### src/rtl/rr_mux_n.sv
// N-channel W-bit registered mux with valid/ready on every port; fixed-select or round-robin grant.
// One cycle latency, full throughput; in_ready is combinational and drops while the output stalls.
module rr_mux_n #(
    parameter int N  = 4,
    parameter int W  = 8,
    localparam int SW = $clog2(N)
) (
    input  logic             clk,
    input  logic             rst,
    input  logic [N*W-1:0]   in_data,
    input  logic [N-1:0]     in_valid,
    output logic [N-1:0]     in_ready,
    input  logic             mode,
    input  logic [SW-1:0]    sel,
    output logic [W-1:0]     out_data,
    output logic             out_valid,
    input  logic             out_ready,
    output logic [SW-1:0]    out_ch
);

    logic [W-1:0]  out_data_q, out_data_d;
    logic          out_valid_q, out_valid_d;
    logic [SW-1:0] out_ch_q, out_ch_d;
    logic [SW-1:0] ptr_q, ptr_d;

    logic          load;
    logic          gnt_v;
    logic [SW-1:0] gnt;
    logic [W-1:0]  gnt_data;
    logic          rr_found;
    logic [SW-1:0] rr_gnt;
    int            idx;

    assign load = !out_valid_q || out_ready;

    // Round-robin scan starts at ptr and wraps modulo N.
    always_comb begin
        rr_found = 1'b0;
        rr_gnt   = '0;
        idx      = 0;
        for (int k = 0; k < N; k++) begin
            idx = int'(ptr_q) + k;
            if (idx >= N) idx = idx - N;
            if (!rr_found && in_valid[idx[SW-1:0]]) begin
                rr_found = 1'b1;
                rr_gnt   = idx[SW-1:0];
            end
        end
    end

    // Fixed select: an index beyond N-1 matches no channel and grants nothing.
    always_comb begin
        gnt   = '0;
        gnt_v = 1'b0;
        if (mode) begin
            gnt   = rr_gnt;
            gnt_v = rr_found;
        end else begin
            gnt = sel;
            for (int i = 0; i < N; i++) begin
                if (sel == SW'(i) && in_valid[i]) gnt_v = 1'b1;
            end
        end
    end

    always_comb begin
        gnt_data = '0;
        in_ready = '0;
        for (int i = 0; i < N; i++) begin
            if (gnt == SW'(i)) gnt_data = in_data[i*W +: W];
            in_ready[i] = !rst && load && gnt_v && (gnt == SW'(i));
        end
    end

    always_comb begin
        out_data_d  = out_data_q;
        out_ch_d    = out_ch_q;
        out_valid_d = out_valid_q;
        ptr_d       = ptr_q;
        if (load) begin
            out_valid_d = gnt_v;
            if (gnt_v) begin
                out_data_d = gnt_data;
                out_ch_d   = gnt;
                if (mode) ptr_d = (gnt == SW'(N-1)) ? '0 : gnt + SW'(1);
            end
        end
    end

    always_ff @(posedge clk or posedge rst) begin
        if (rst) begin
            out_data_q  <= '0;
            out_valid_q <= 1'b0;
            out_ch_q    <= '0;
            ptr_q       <= '0;
        end else begin
            out_data_q  <= out_data_d;
            out_valid_q <= out_valid_d;
            out_ch_q    <= out_ch_d;
            ptr_q       <= ptr_d;
        end
    end

    assign out_data  = out_data_q;
    assign out_valid = out_valid_q;
    assign out_ch    = out_ch_q;

endmodule

### config.mk
export PLATFORM = sky130hd
export DESIGN_NAME = rr_mux_n
export DESIGN_NICKNAME = d
export VERILOG_FILES = /design/src/rtl/rr_mux_n.sv
export SDC_FILE = /design/constraint.sdc
export NUM_CORES = 1
export LEC_CHECK = 0
export ABC_AREA = 1
export CAP_MARGIN = 5
export CORE_ASPECT_RATIO = 0.5
export CORE_MARGIN = 2
export CORE_UTILIZATION = 44
export DETAILED_ROUTE_END_ITERATION = 12
export PLACE_DENSITY = 0.91
export SLEW_MARGIN = 20
export SYNTH_ARGS = -nofsm -noshare
export SYNTH_HDL_FRONTEND = slang
export SYNTH_SLANG_ARGS = --single-unit
### constraint.sdc
create_clock -name clk -period 7.8 [get_ports clk]
set_clock_uncertainty 0.1 [all_clocks]
set_input_delay 2.34 -clock clk [delete_from_list [all_inputs] [get_ports clk]]
set_output_delay 2.34 -clock clk [all_outputs]
set_load 0.005 [all_outputs]
==> results.md, run 1 <==
* Max VDD drop at 157 uV
* Fmax at 135 MHz
* # hold bufs at CTS at 0
* CORE AREA at approximately 2600 sq um
* Dominant cells by area after synthesis: nand2_1, dfrtp_1, o21ai_0, nand3_1, inv_1
* Post-route ant nets at 0
* CTS Root Buffer Type: clkbuf_8
* Initial antenna violation count at 0
* Yosys warns at 0
* Critical-path cell list: clkdlybuf4s50_1 > inv_1 > nand2_1 > nand3_1 > nand2_2 > nor2_4 > nand3_1 > nand2_1 > inv_1 > nand2_1 > nand2_1 > inv_1 > ha_1 > inv_1 > nor2_1 > clkdlybuf4s50_1
* Worst Path Max Fanout at 9
* Placed Area at 1760 sq um
* Clock slew at reported path FFs at 0.05 ns
* Drt pass-1 iters at 4
* First-pass GRT wire length at 4.98 mm
* CTS tree: yes
* Worst path slowest cell: clkdlybuf4s50_1
* Post-Syn Area at 1200 sq um
* Final setup fails at 0
* Share of cells above drive strength 1 at 7.03%
* # rows at 13
* Final instance area at 1800 sq um
* Die X at 77.9 microns
* Clock Path Buffers at 2
* Pin count of the biggest net entering global routing at 18
* Seq cells post-synth at 13
* Final Hold Fails at 0
* Io pins at 57
* DRC viols at 0
* Post-layout power at 0.596 mW
* Area Growth Syn to Fin at 50.2%
* Post-synthesis sequential area ratio at 27.1%
* Slew headroom at between 60% and 70%
* CP top delay family: buffers and inverters
* Fin. max-slew vios at 0
* Final worst-path cycle share at 94.6%
* Req. time, crit path at 5.36 ns
* CP Capture Type: output port
* CTS buffer count at 3
* Sink Count at 13
* Post-CTS sizing at 0
* All-Layer GR Usage at around a fifth
* Mean Syn Cell Area at a little under 6 sq um
* Die height at 40.9 microns
* Share of the synthesized area in the top cell type at 28.2%
* PD cells at 331 nW/um^2
* Routed via count at 1380
* Gp weighted congestion at 0.878
* Critical path startpoint category: primary input
* Worst-Skew Late Latency at 0.24 ns
* Routed WL at 3.09 mm
* Post-CTS Setup Repair Bufs at 0
* Vias per cell at about 4.7
* Final hold slack at 0.379 ns
* Cells after synthesis at 204
* Grt ovf at 0
* Delay of the slowest critical-path stage at 0.51 ns
* Setup CP Type: primary input to output port
* RSZ-0062 raised after global routing: false
* Leak at 0.906 nW
* Run status: complete, no violations
* # nets final at ~300
* Inserted Diodes at 0
* Class of the tightest hold or removal check: flip-flop to flip-flop
* MaxCap Viol Count at 0
* Tmin final at 7.38 ns
* Syn nets at 250
* Worst slew pin tran at roughly 0.51 ns
* Synth unique cells at 21
* Crit path DAT at 4.94 ns
* Vias in the first global route at 1247
* Yosys top cell by area: nand2_1
* Initial Utilization at approximately 46%
* I/O Buffers at 56
* DR iter-0 viols at 56
* Setup_tns at 0 ns
* Post-DR wirelength/cell at 10.6 microns
* Full die area at 3190 sq um
* CTS H-tree lvls at 1
* Buf/Inv on CP at 6
* DP HPWL at approximately 2.5 mm
[placed cells by master, fill, tap and decap left out, drive strengths merged]
master and n:
dfrtp 13, o211ai 1, nor2 9, nand4 1, nand3 18, nand2 96, ha 4, a21oi 8
clkdlybuf4s50 56, inv 24, clkbuf 4, o21ai 22
[power breakdown]
group | total (mW) | switching, mW | internal [mW] | leakage (nW)
clock | 0.0601 | 0.0240 | 0.0361 | 0.0228
sequential | 0.126 | 0.0273 | 0.0986 | 0.161
combinational | 0.410 | 0.235 | 0.175 | 0.722
[cells by family after synthesis]
kind of cell | after synthesis | share of synthesized area, %
compound gates | 31 | 13.5
simple gates | 124 | 43.2
fa+ha+maj | 4 | 4.17
flops | 13 | 27.1
buf+inv | 32 | 12.1
[cell type report]
| type | count | area, sq um |
|---|---|---|
| Fill cell | 198 | 785 |
| Multi-Input combinational cell | 159 | 729 |
| Timing Repair Buffer | 56 | 561 |
| Sequential cell | 13 | 325 |
| Inverter | 24 | 95.1 |
| Tap cell | 37 | 46.3 |
| Clock buffer | 4 | 45.0 |
[per-stage QoR]
stage | instances | utilization, % | worst slack (ns)
finish | 293 | 69.7 | 0.418
global route | 293 | 69.7 | 0.0353
detailed placement | 289 | 67.9 | 0.371
global placement | 289 | 67.9 | 0.404
CTS | 293 | 69.7 | 0.358
floorplan | 204 | - | 1.51
[sequential cells by signal (all words and copies together) (netlist names)]
name,count
out_data,8
out_ch,2
ptr_q,2
out_valid,1
[worst register-to-register path, delay by kind of cell (launching register included)]
family	cells	cell delay [ns]
adders and majority gates	1	0.31
AOI/OAI and AO/OA	2	0.32
DFF	1	0.61
buffers and inverters	5	0.47
and+or+nand+nor	10	0.86
[worst paths after layout]
path	start	endpoint	slack [ns]	depth (start not counted)
setup / recovery	in_valid[3]	in_ready[2]	0.42	16
hold / removal	out_data[7]	out_data[7]	0.38	2
setup reg to reg	ptr_q[0]	out_data[0]	5.01	18
hold reg to reg	out_data[7]	out_data[7]	0.38	2
max in group asynchronous	rst	out_data[5]	4.93	2
min in group asynchronous	rst	out_valid	2.33	2
[cell usage after synthesis (all sizes together)]
library cell  count
buf               4
o21ai            22
nor2              9
clkbuf            4
ha                4
nand2            96
clkinv            1
nand3            18
o211ai            1
dfrtp            13
inv              23
nand4             1
a21oi             8
[routing by layer]
layer	routed length, microns	part of all wire [%]	vias to the layer above	GRT usage, %
li1	-	-	742	-
met1	1380	45	600	21.4
met2	1550	50	30	42.5
met3	100	3.2	8	5.29
met4	65	2.1	0	9.38
met5	0	0	-	0
Note: power is estimated with default switching activity, not from simulation.
==> inputs of run 2 (changes only) <==
--- a/config.mk
+++ b/config.mk
@@ -5,13 +5,11 @@
 export SDC_FILE = /design/constraint.sdc
 export NUM_CORES = 1
 export LEC_CHECK = 0
-export ABC_AREA = 1
 export CAP_MARGIN = 5
-export CORE_ASPECT_RATIO = 0.5
 export CORE_MARGIN = 2
-export CORE_UTILIZATION = 44
+export CORE_UTILIZATION = 41
 export DETAILED_ROUTE_END_ITERATION = 12
-export PLACE_DENSITY = 0.91
+export PLACE_DENSITY = 0.9
 export SLEW_MARGIN = 20
 export SYNTH_ARGS = -nofsm -noshare
 export SYNTH_HDL_FRONTEND = slang
==> run 2 against run 1 <==
Sequential power is 13% lower. Hold slack better by 0.018 ns. Die area down 7.5%. Critical endpoint unchanged. Largest cell class unchanged.
==> results.md, run 2 <==
* Crit path DAT at 4.94 ns
* Mean Syn Cell Area at 9.26 sq um
* Final worst-path cycle share at 94.7%
* Post-CTS Setup Repair Bufs at 0
* Run status: complete, no violations
* EDFF count, synth at 0
* Post-synth top cells: dfrtp_1, nand2_1, nand2b_1, nor2b_1
* Final instance area at 1640 sq um
* Gp weighted congestion at 0.782
* CTS buffer count at 3
* # nets final at 215
* Hold path startpoint: out_data[6]
* Placed insts at 194
* RSZ-0062 raised after global routing: false
* Worst slew pin tran at 0.583 ns
* Setup_tns at 0 ns
* Yosys warns at 0
* Max reg flops at 8
* Req. time, crit path at 5.36 ns
* Post-DR wirelength/cell at 15.9 microns
* DP HPWL at 2.45 mm
* First-pass GRT wire length at roughly 4.4 mm
* Final Hold Fails at 0
* Fmax at between 100 and 150 MHz
* WHS Endpoint: out_data[6]
* Initial Utilization at between 40% and 50%
* Placed Area at 1610 sq um
* Share of cells above drive strength 1 at between 7 and 8%
* Yosys top cell by area: dfrtp_1
* Commonest non-fill, non-tap cell in the layout: clkdlybuf4s50_1
* MaxCap Viol Count at 0
* Post-layout power at 0.328 mW
* Final setup fails at 0
* Slew headroom at roughly three fifths
* Setup slack, reg-to-reg at 4.87 ns
* Final hold slack at roughly 0.40 ns
* Cells after synthesis at about 110
* CP Capture Type: output port
* Setup CP Type: primary input to output port
* Drt pass-1 iters at 5
* Syn nets at roughly 160
* Initial antenna violation count at 0
* Area Growth Syn to Fin at 58.0%
* PD cells at around 200 nW/um^2
* Routed via count at 1114
* Worst Path Max Fanout at 17
* Post-CTS sizing at 0
* Worst-Skew Late Latency at 0.27 ns
* # hold bufs at CTS at 0
* Vias in the first global route at 1004
* All-Layer GR Usage at 20.6%
* Post-Syn Area at 1040 sq um
* Die height at 54.3 microns
* Post-route ant nets at 0
* Reg2reg path depth at 9
* Die X at 54.3 microns
* Grt ovf at 0
* Sink Count at 13
* # rows at 18
* DRC viols at 0
* Post-synthesis sequential area ratio at 31.4%
* Fill cells at 196
* Dominant cells by area after synthesis: dfrtp_1, a221oi_1, mux2_4, o31ai_1, ha_1
* Pin count of the biggest net entering global routing at 18
* Share of the synthesized area in the top cell type at 31.4%
* Most frequent cells in the layout: clkdlybuf4s50_1, dfrtp_1, nand2_1
* Clock slew at reported path FFs at ~0.070 ns
* Full die area at a little under 3000 sq um
* Vias per cell at 5.63
* Top_reg_cell synth: dfrtp_1
* Worst r2r src: ptr_q[1]
* CTS H-tree lvls at 1
* Clock Path Buffers at 2
* Finished Layout Cells at 198
* Tmin final at approximately 7.4 ns
* Seq cells post-synth at 13
* Fin. max-slew vios at 0
* Leak at 0.687 nW
* Count leader, synth: dfrtp_1
* CTS tree: yes
* DR iter-0 viols at 16
* CORE AREA at 2430 sq um
* Io pins at 57
* Class of the tightest hold or removal check: flip-flop to flip-flop
* Inserted Diodes at 0
* Worst reg2reg endpoint: out_data[2]
* Critical path startpoint category: primary input
* Post-synth ARST share at 100%
* I/O Buffers at 56
* Synth unique cells at 31
* CTS Root Buffer Type: clkbuf_4
* Max VDD drop at about 140 uV
* Routed WL at 3.15 mm
* Hold Crit Depth at 1
## run 2: power breakdown
group | internal [mW] | switching [mW] | total [mW]
logic | 0.109 | 0.0671 | 0.177
registers | 0.0925 | 0.0178 | 0.110
clock network | 0.0198 | 0.0216 | 0.0414
total | 0.222 | 0.106 | 0.328
## run 2: worst max path at each step
stage               cells after the start          end        start  slack [ns]
floorplan                               7  in_ready[3]  in_valid[2]        1.49
global placement                        8  in_ready[2]  in_valid[1]        0.58
detailed placement                      8  in_ready[2]  in_valid[0]        0.45
CTS                                     8  in_ready[2]  in_valid[0]        0.45
global route                            8  in_ready[2]  in_valid[0]        0.20
finish                                  8  in_ready[2]  in_valid[2]        0.42
## run 2: worst max-delay path, stage by stage
cell and delay [ns]:
clkdlybuf4s50_1 0.52, o41a_1 0.50, o21ai_0 0.10, o32ai_1 0.15, inv_2 0.12, ha_1 0.46, and3_1 0.25, clkdlybuf4s50_1 0.50
## run 2: cell families after synthesis
kind of cell    synth area share [%]
simple gates                    22.0
buf+inv                         5.79
fa+ha+maj                       4.83
compound gates                  22.7
mux                             13.4
flops                           31.4
## run 2: final cells by class
cell class | count | area (sq um) | share of cell area, %
multi-input cells | 87 | 652 | 39.8
clock buffers | 4 | 26.3 | 1.60
well taps | 30 | 37.5 | 2.29
repair buffers | 58 | 576 | 35.1
flip-flops and latches | 13 | 325 | 19.8
inverters | 6 | 22.5 | 1.37
## run 2: per-layer routing
layer / vias to the layer above / part of all wire, % / global-route usage [%]
li1: 524 / - / -
met1: 531 / 41 / 23.7
met2: 55 / 47 / 37.3
met3: 4 / 12 / 4.37
met4: 0 / 0.98 / 7.08
met5: - / 0 / 0
## run 2: per-stage QoR
step                worst slack, ns  util (%)
floorplan                      1.49         -
global placement              0.583      66.3
detailed placement            0.447      66.3
CTS                           0.449      67.4
global route                  0.197      67.4
finish                        0.415      67.4
